File: config.mk
export PLATFORM = sky130hd
export DESIGN_NAME = branch_ctrl
export DESIGN_NICKNAME = d
export VERILOG_FILES = /design/src/rtl/branch_ctrl_pkg.sv /design/src/rtl/bht_table.sv /design/src/rtl/branch_ctrl.sv
export SDC_FILE = /design/constraint.sdc
export NUM_CORES = 1
export LEC_CHECK = 0
export CAP_MARGIN = 20
export CORE_UTILIZATION = 55
export CTS_CLUSTER_DIAMETER = 80
export DETAILED_ROUTE_END_ITERATION = 10
export PLACE_DENSITY = 0.8
export REMOVE_ABC_BUFFERS = 1
export SLEW_MARGIN = 20
export SYNTH_ARGS = -nofsm -noshare
export SYNTH_HDL_FRONTEND = slang
export SYNTH_HIERARCHICAL = 1
export SYNTH_SLANG_ARGS = --single-unit
File: constraint.sdc
create_clock -name clock -period 5.6 [get_ports clock]
set_input_delay 0.84 -clock clock [delete_from_list [all_inputs] [get_ports clock]]
set_output_delay 0.84 -clock clock [all_outputs]
set_load 0.01 [all_outputs]
File: src/rtl/branch_ctrl_pkg.sv
// Shared definitions for the branch controller slice.
//   - funct3 codes for conditional branches
//   - io_pc_sel encodings (sequential / ALU target / fall-through)
//   - FSM state encodings and BHT reset value
//   - EX-stage request struct plus decode and saturating-update helpers
package branch_ctrl_pkg;

  localparam logic [2:0] F3_BEQ  = 3'b000;
  localparam logic [2:0] F3_BNE  = 3'b001;
  localparam logic [2:0] F3_BLT  = 3'b100;
  localparam logic [2:0] F3_BGE  = 3'b101;
  localparam logic [2:0] F3_BLTU = 3'b110;
  localparam logic [2:0] F3_BGEU = 3'b111;

  localparam logic [1:0] PC_SEL_SEQ  = 2'd0;
  localparam logic [1:0] PC_SEL_ALU  = 2'd1;
  localparam logic [1:0] PC_SEL_FALL = 2'd2;

  localparam logic [0:0] ST_IDLE    = 1'b0;
  localparam logic [0:0] ST_RECOVER = 1'b1;

  // Weakly not-taken.
  localparam logic [1:0] BHT_RST = 2'b01;

  typedef struct packed {
    logic        valid;
    logic        is_branch;
    logic        is_jal;
    logic        is_jalr;
    logic [2:0]  funct3;
    logic [31:0] pc;
    logic        pred_taken;
  } ex_req_t;

  // funct3 010/011 are not branches; they fall to the default and read as
  // not taken.
  function automatic logic br_taken(input logic [2:0] f3, input logic eq,
                                    input logic lt);
    logic t;
    t = 1'b0;
    case (f3)
      F3_BEQ:           t = eq;
      F3_BNE:           t = ~eq;
      F3_BLT, F3_BLTU:  t = lt;
      F3_BGE, F3_BGEU:  t = ~lt;
      default:          t = 1'b0;
    endcase
    return t;
  endfunction

  function automatic logic br_illegal(input logic [2:0] f3);
    return (f3[2:1] == 2'b01);
  endfunction

  function automatic logic [1:0] sat_upd(input logic [1:0] c, input logic taken);
    logic [1:0] n;
    n = c;
    if (taken && c != 2'b11)       n = c + 2'd1;
    else if (!taken && c != 2'b00) n = c - 2'd1;
    return n;
  endfunction

endpackage

File: src/rtl/bht_table.sv
// 2-bit saturating-counter branch history table.
//   clock, reset       : clock, async active-low reset (all entries -> 01)
//   rd_idx / rd_cnt    : combinational read port (no write bypass)
//   wr_en/wr_idx/wr_taken : synchronous saturating update
module bht_table
  import branch_ctrl_pkg::*;
#(
  parameter int  BHT_ENTRIES = 64,
  localparam int IDX_W       = $clog2(BHT_ENTRIES)
) (
  input  logic             clock,
  input  logic             reset,
  input  logic [IDX_W-1:0] rd_idx,
  output logic [1:0]       rd_cnt,
  input  logic             wr_en,
  input  logic [IDX_W-1:0] wr_idx,
  input  logic             wr_taken
);

  logic [1:0] tbl [BHT_ENTRIES];

  // Read sees the pre-update value when rd_idx == wr_idx in the same cycle.
  assign rd_cnt = tbl[rd_idx];

  always_ff @(posedge clock or negedge reset) begin
    if (!reset) begin
      for (int i = 0; i < BHT_ENTRIES; i++) tbl[i] <= BHT_RST;
    end else if (wr_en) begin
      tbl[wr_idx] <= sat_upd(tbl[wr_idx], wr_taken);
    end
  end

endmodule

File: src/rtl/branch_ctrl.sv
// EX-stage branch controller for the rv151 pipeline.
//   Drives io_BrUn to branch_comp, resolves taken/not-taken, compares with the
//   IF-stage prediction, and on a mispredict issues io_pc_sel/io_flush in the
//   same cycle, then masks EX for RECOVER_CYCLES cycles. Owns the BHT used for
//   IF-stage prediction and two wrapping perf counters.
// Ports:
//   clock, reset (async, active-low)
//   io_if_pc -> io_if_pred_taken          : IF prediction lookup
//   io_ex_*, io_stall, io_BrEq, io_BrLt   : EX instruction and compare results
//   io_BrUn, io_pc_sel, io_fallthrough_pc, io_flush, io_illegal : EX controls
//   io_cnt_branch, io_cnt_mispred         : perf counters
module branch_ctrl
  import branch_ctrl_pkg::*;
#(
  parameter int BHT_ENTRIES    = 64,
  parameter int RECOVER_CYCLES = 1
) (
  input  logic        clock,
  input  logic        reset,
  input  logic [31:0] io_if_pc,
  output logic        io_if_pred_taken,
  input  logic        io_ex_valid,
  input  logic        io_ex_is_branch,
  input  logic        io_ex_is_jal,
  input  logic        io_ex_is_jalr,
  input  logic [2:0]  io_ex_funct3,
  input  logic [31:0] io_ex_pc,
  input  logic        io_ex_pred_taken,
  input  logic        io_stall,
  input  logic        io_BrEq,
  input  logic        io_BrLt,
  output logic        io_BrUn,
  output logic [1:0]  io_pc_sel,
  output logic [31:0] io_fallthrough_pc,
  output logic        io_flush,
  output logic        io_illegal,
  output logic [31:0] io_cnt_branch,
  output logic [31:0] io_cnt_mispred
);

  localparam int IDX_W = $clog2(BHT_ENTRIES);
  localparam int RC_W  = (RECOVER_CYCLES < 2) ? 1 : $clog2(RECOVER_CYCLES + 1);

  ex_req_t ex;
  assign ex = '{valid:      io_ex_valid,
                is_branch:  io_ex_is_branch,
                is_jal:     io_ex_is_jal,
                is_jalr:    io_ex_is_jalr,
                funct3:     io_ex_funct3,
                pc:         io_ex_pc,
                pred_taken: io_ex_pred_taken};

  logic [0:0]    state;
  logic [RC_W-1:0] rc_cnt;
  logic          resolve;
  logic          br_tk;
  logic          act_taken;
  logic          mispred;
  logic [1:0]    bht_rd;

  // ---------------- BHT ----------------
  bht_table #(.BHT_ENTRIES(BHT_ENTRIES)) u_bht (
    .clock    (clock),
    .reset    (reset),
    .rd_idx   (io_if_pc[IDX_W+1:2]),
    .rd_cnt   (bht_rd),
    .wr_en    (resolve & ex.is_branch),
    .wr_idx   (ex.pc[IDX_W+1:2]),
    .wr_taken (br_tk)
  );

  assign io_if_pred_taken = bht_rd[1];

  // Only the index bits of the IF PC and the MSB of the counter matter.
  logic unused_bits;
  assign unused_bits = ^{io_if_pc[31:IDX_W+2], io_if_pc[1:0], bht_rd[0]};

  // ---------------- resolve / mispredict ----------------
  // bltu/bgeu (and the illegal 010/011) have funct3[1] set.
  assign io_BrUn           = ex.funct3[1];
  assign io_fallthrough_pc = ex.pc + 32'd4;

  assign resolve   = (state == ST_IDLE) & ex.valid & ~io_stall;
  assign br_tk     = br_taken(ex.funct3, io_BrEq, io_BrLt);
  assign act_taken = ex.is_jal | ex.is_jalr | (ex.is_branch & br_tk);

  // JALR always redirects: IF has no way to know its target.
  assign mispred = resolve & ((ex.is_branch & (br_tk != ex.pred_taken)) |
                              (ex.is_jal & ~ex.pred_taken) |
                              ex.is_jalr);

  always_comb begin
    io_pc_sel  = PC_SEL_SEQ;
    io_flush   = 1'b0;
    io_illegal = resolve & ex.is_branch & br_illegal(ex.funct3);
    if (mispred) begin
      io_flush  = 1'b1;
      io_pc_sel = act_taken ? PC_SEL_ALU : PC_SEL_FALL;
    end
  end

  // ---------------- FSM + recovery down-counter ----------------
  // Stall is deliberately not looked at in RECOVER: the redirect already
  // happened, the window only hides the wrong-path instruction(s).
  always_ff @(posedge clock or negedge reset) begin
    if (!reset) begin
      state  <= ST_IDLE;
      rc_cnt <= '0;
    end else begin
      case (state)
        ST_IDLE: if (mispred) begin
          state  <= ST_RECOVER;
          rc_cnt <= RC_W'(RECOVER_CYCLES - 1);
        end
        ST_RECOVER: begin
          if (rc_cnt == '0) state <= ST_IDLE;
          else              rc_cnt <= rc_cnt - 1'b1;
        end
        default: state <= ST_IDLE;
      endcase
    end
  end

  // ---------------- perf counters (wrap naturally) ----------------
  always_ff @(posedge clock or negedge reset) begin
    if (!reset) begin
      io_cnt_branch  <= '0;
      io_cnt_mispred <= '0;
    end else begin
      if (resolve & ex.is_branch) io_cnt_branch  <= io_cnt_branch + 32'd1;
      if (mispred)                io_cnt_mispred <= io_cnt_mispred + 32'd1;
    end
  end

endmodule

==> results.cfg <==
[place]
hpwlAfterDp_um = 19060
place_ws_ns = 0.7408
gp_congestion = 0.8933
postPlaceCellArea_um2 = 12660
port_buffers = 148

[floorplanning]
die_area_um2 = 20640
row_count = 51
initial_utilization_pct = 56.33
core_area_um2 = 19590
die_h_um = 143.7
pin_count = 179
die_w_um = 143.7

[route]
wl_per_cell_um = 18.41
vias = 9275
drt_iter0_markers = 802
vias_per_cell = 6.015
drcViolationCount = 0
ant_nets = 0
wl_um = 28390
dr.pass1.iters = 5

[sta]
worst_slack_ns = 0.9688
finalHoldViolations = 0
period_share_pct = 82.70
setup_viol = 0
fin_skew_ns = 0.009796
rsz0062_at_grt = false
min_period_ns = 4.631
slew_viol_final = 0
timing.fmax_mhz = 215.9
tightest_slew_ns = 1.068
slew_headroom_pct = 28.55

[setup_path]
cp-startpoint = io_if_pc[3]
cp_slowest_cell = clkdlybuf4s50_1
crit_chain = clkdlybuf4s50_1 -> mux4_2 -> mux4_2 -> mux4_2 -> clkdlybuf4s50_1
regToRegEndpoint = u_bht/tbl[62]
startpoint_type = input port
critPathMaxStageDelay_ns = 1.04
cp.arrival_ns = 3.79
critPathMostFrequentCell = mux4_2
required_ns = 4.76
crit_type = in2out
rr_startpoint = u_bht/tbl[110]
worst-path-max-fanout = 16
endpoint_kind = output pin
regToRegSetupSlack_ns = 1.80
rr_worst_depth = 10

[logic_synthesis]
ys_warn_count = 6
netlist_instances = 1144
syn-cell-area_um2 = 11040
syn_area_per_cell_um2 = 9.646

[power]
finalPower_mw = 3.458
power_density_nw_per_um2 = 260.3
p_leak_nw = 5.179
ir_worst_vdd_uv = 245.1

[clock_network]
cts_made_buffers = 17
clock_latency_ns = 0.44
clk_path_buf_depth = 2
hold_buffers = 0
cts_tree = yes
postCtsSetupRepairBufs = 0
clk_pin_slew_worst_paths_ns = 0.07
cts-root-buf = clkbuf_16
clock-sinks = 193
htreeDepth = 4
cts.repair.resized = 0

[finish]
layout-drive-gt1-share_pct = 16.52
num-nets-final = 1346
final_area_um2 = 13280
final_core_util_pct = 67.81
antenna_cells = 0
syn2layout_area_growth_pct = 20.37
fill_cells = 1483

[global_routing]
antenna_found_initial = 0
grt_pass1_vias = 8883
grt_pass1_wl_um = 45130
grt_max_degree = 95
overflow = 0
grt_usage_pct = 28.26

[worst_hold_path]
hold_class = in2async

[job]
drv_cap = 0

[outcome]
status = complete, no violations
critical path, delay by kind of cell:
family	cells	cell delay (ns)
buffers and inverters	2	1.52
multiplexers	3	1.42
state kept, by name (all words and copies together), names as in the netlist:
signal / cells
u_bht/tbl: 128
state: 1
io_cnt_branch: 32
io_cnt_mispred: 32
metal layers:
metal,GRT usage [%],up-vias,routed length [um]
li1,-,4280,-
met1,36.77,4555,11810
met2,46.01,377,13620
met3,6.898,63,2300
met4,10.02,0,653
met5,0,-,0
worst max-delay path by stage:
stage	cells past startpoint	slack (ns)	endpoint
floorplan	6	-1.30	u_bht/tbl[54]
global placement	12	0.79	u_bht/tbl[44]
detailed placement	12	0.74	u_bht/tbl[62]
CTS	5	1.01	io_if_pred_taken
global route	7	0.79	io_fallthrough_pc[20]
finish	5	0.97	io_if_pred_taken
final cells by class:
cell class | instances | area (um2) | area share [%]
Clock buffer | 19 | 452.9 | 3.410
Clock inverter | 13 | 168.9 | 1.272
Inverter | 16 | 60.06 | 0.4521
Multi-Input combinational cell | 867 | 5708 | 42.97
Sequential cell | 193 | 4910 | 36.96
Tap cell | 265 | 331.6 | 2.496
Timing Repair Buffer | 169 | 1653 | 12.44
placed cells by master, fill, tap and decap left out, drive strengths merged, types with 10 or more instances in the layout:
cell           count
nand2            193
nor2             163
clkdlybuf4s50    144
dfrtp            129
o21ai             74
dfstp             64
a31oi             60
xnor2             52
xor2              40
nand3             33
mux4              33
mux2i             24
buf               24
nand4             23
nor3              22
inv               22
clkbuf            20
and3              16
a21oi             10
power by group:
group          switching [mW]  leakage (nW)  total [mW]  internal (mW)
clock                   0.576         0.299        1.28          0.701
sequential             0.0910          2.41        1.60           1.51
combinational           0.316          2.47       0.580          0.264
total                   0.983          5.18        3.46           2.47
through the flow:
| step | hold WS, ns | cells | setup TNS [ns] |
|---|---|---|---|
| after floorplan | 0.4568 | 1076 | -69.75 |
| after global placement | 0.4567 | 1510 | 0 |
| after detailed placement | 0.4606 | 1510 | 0 |
| after CTS | 0.4813 | 1542 | 0 |
| after global routing | 0.4991 | 1542 | 0 |
| final | 0.4595 | 1542 | 0 |
Power figures use the tool's default switching activity.
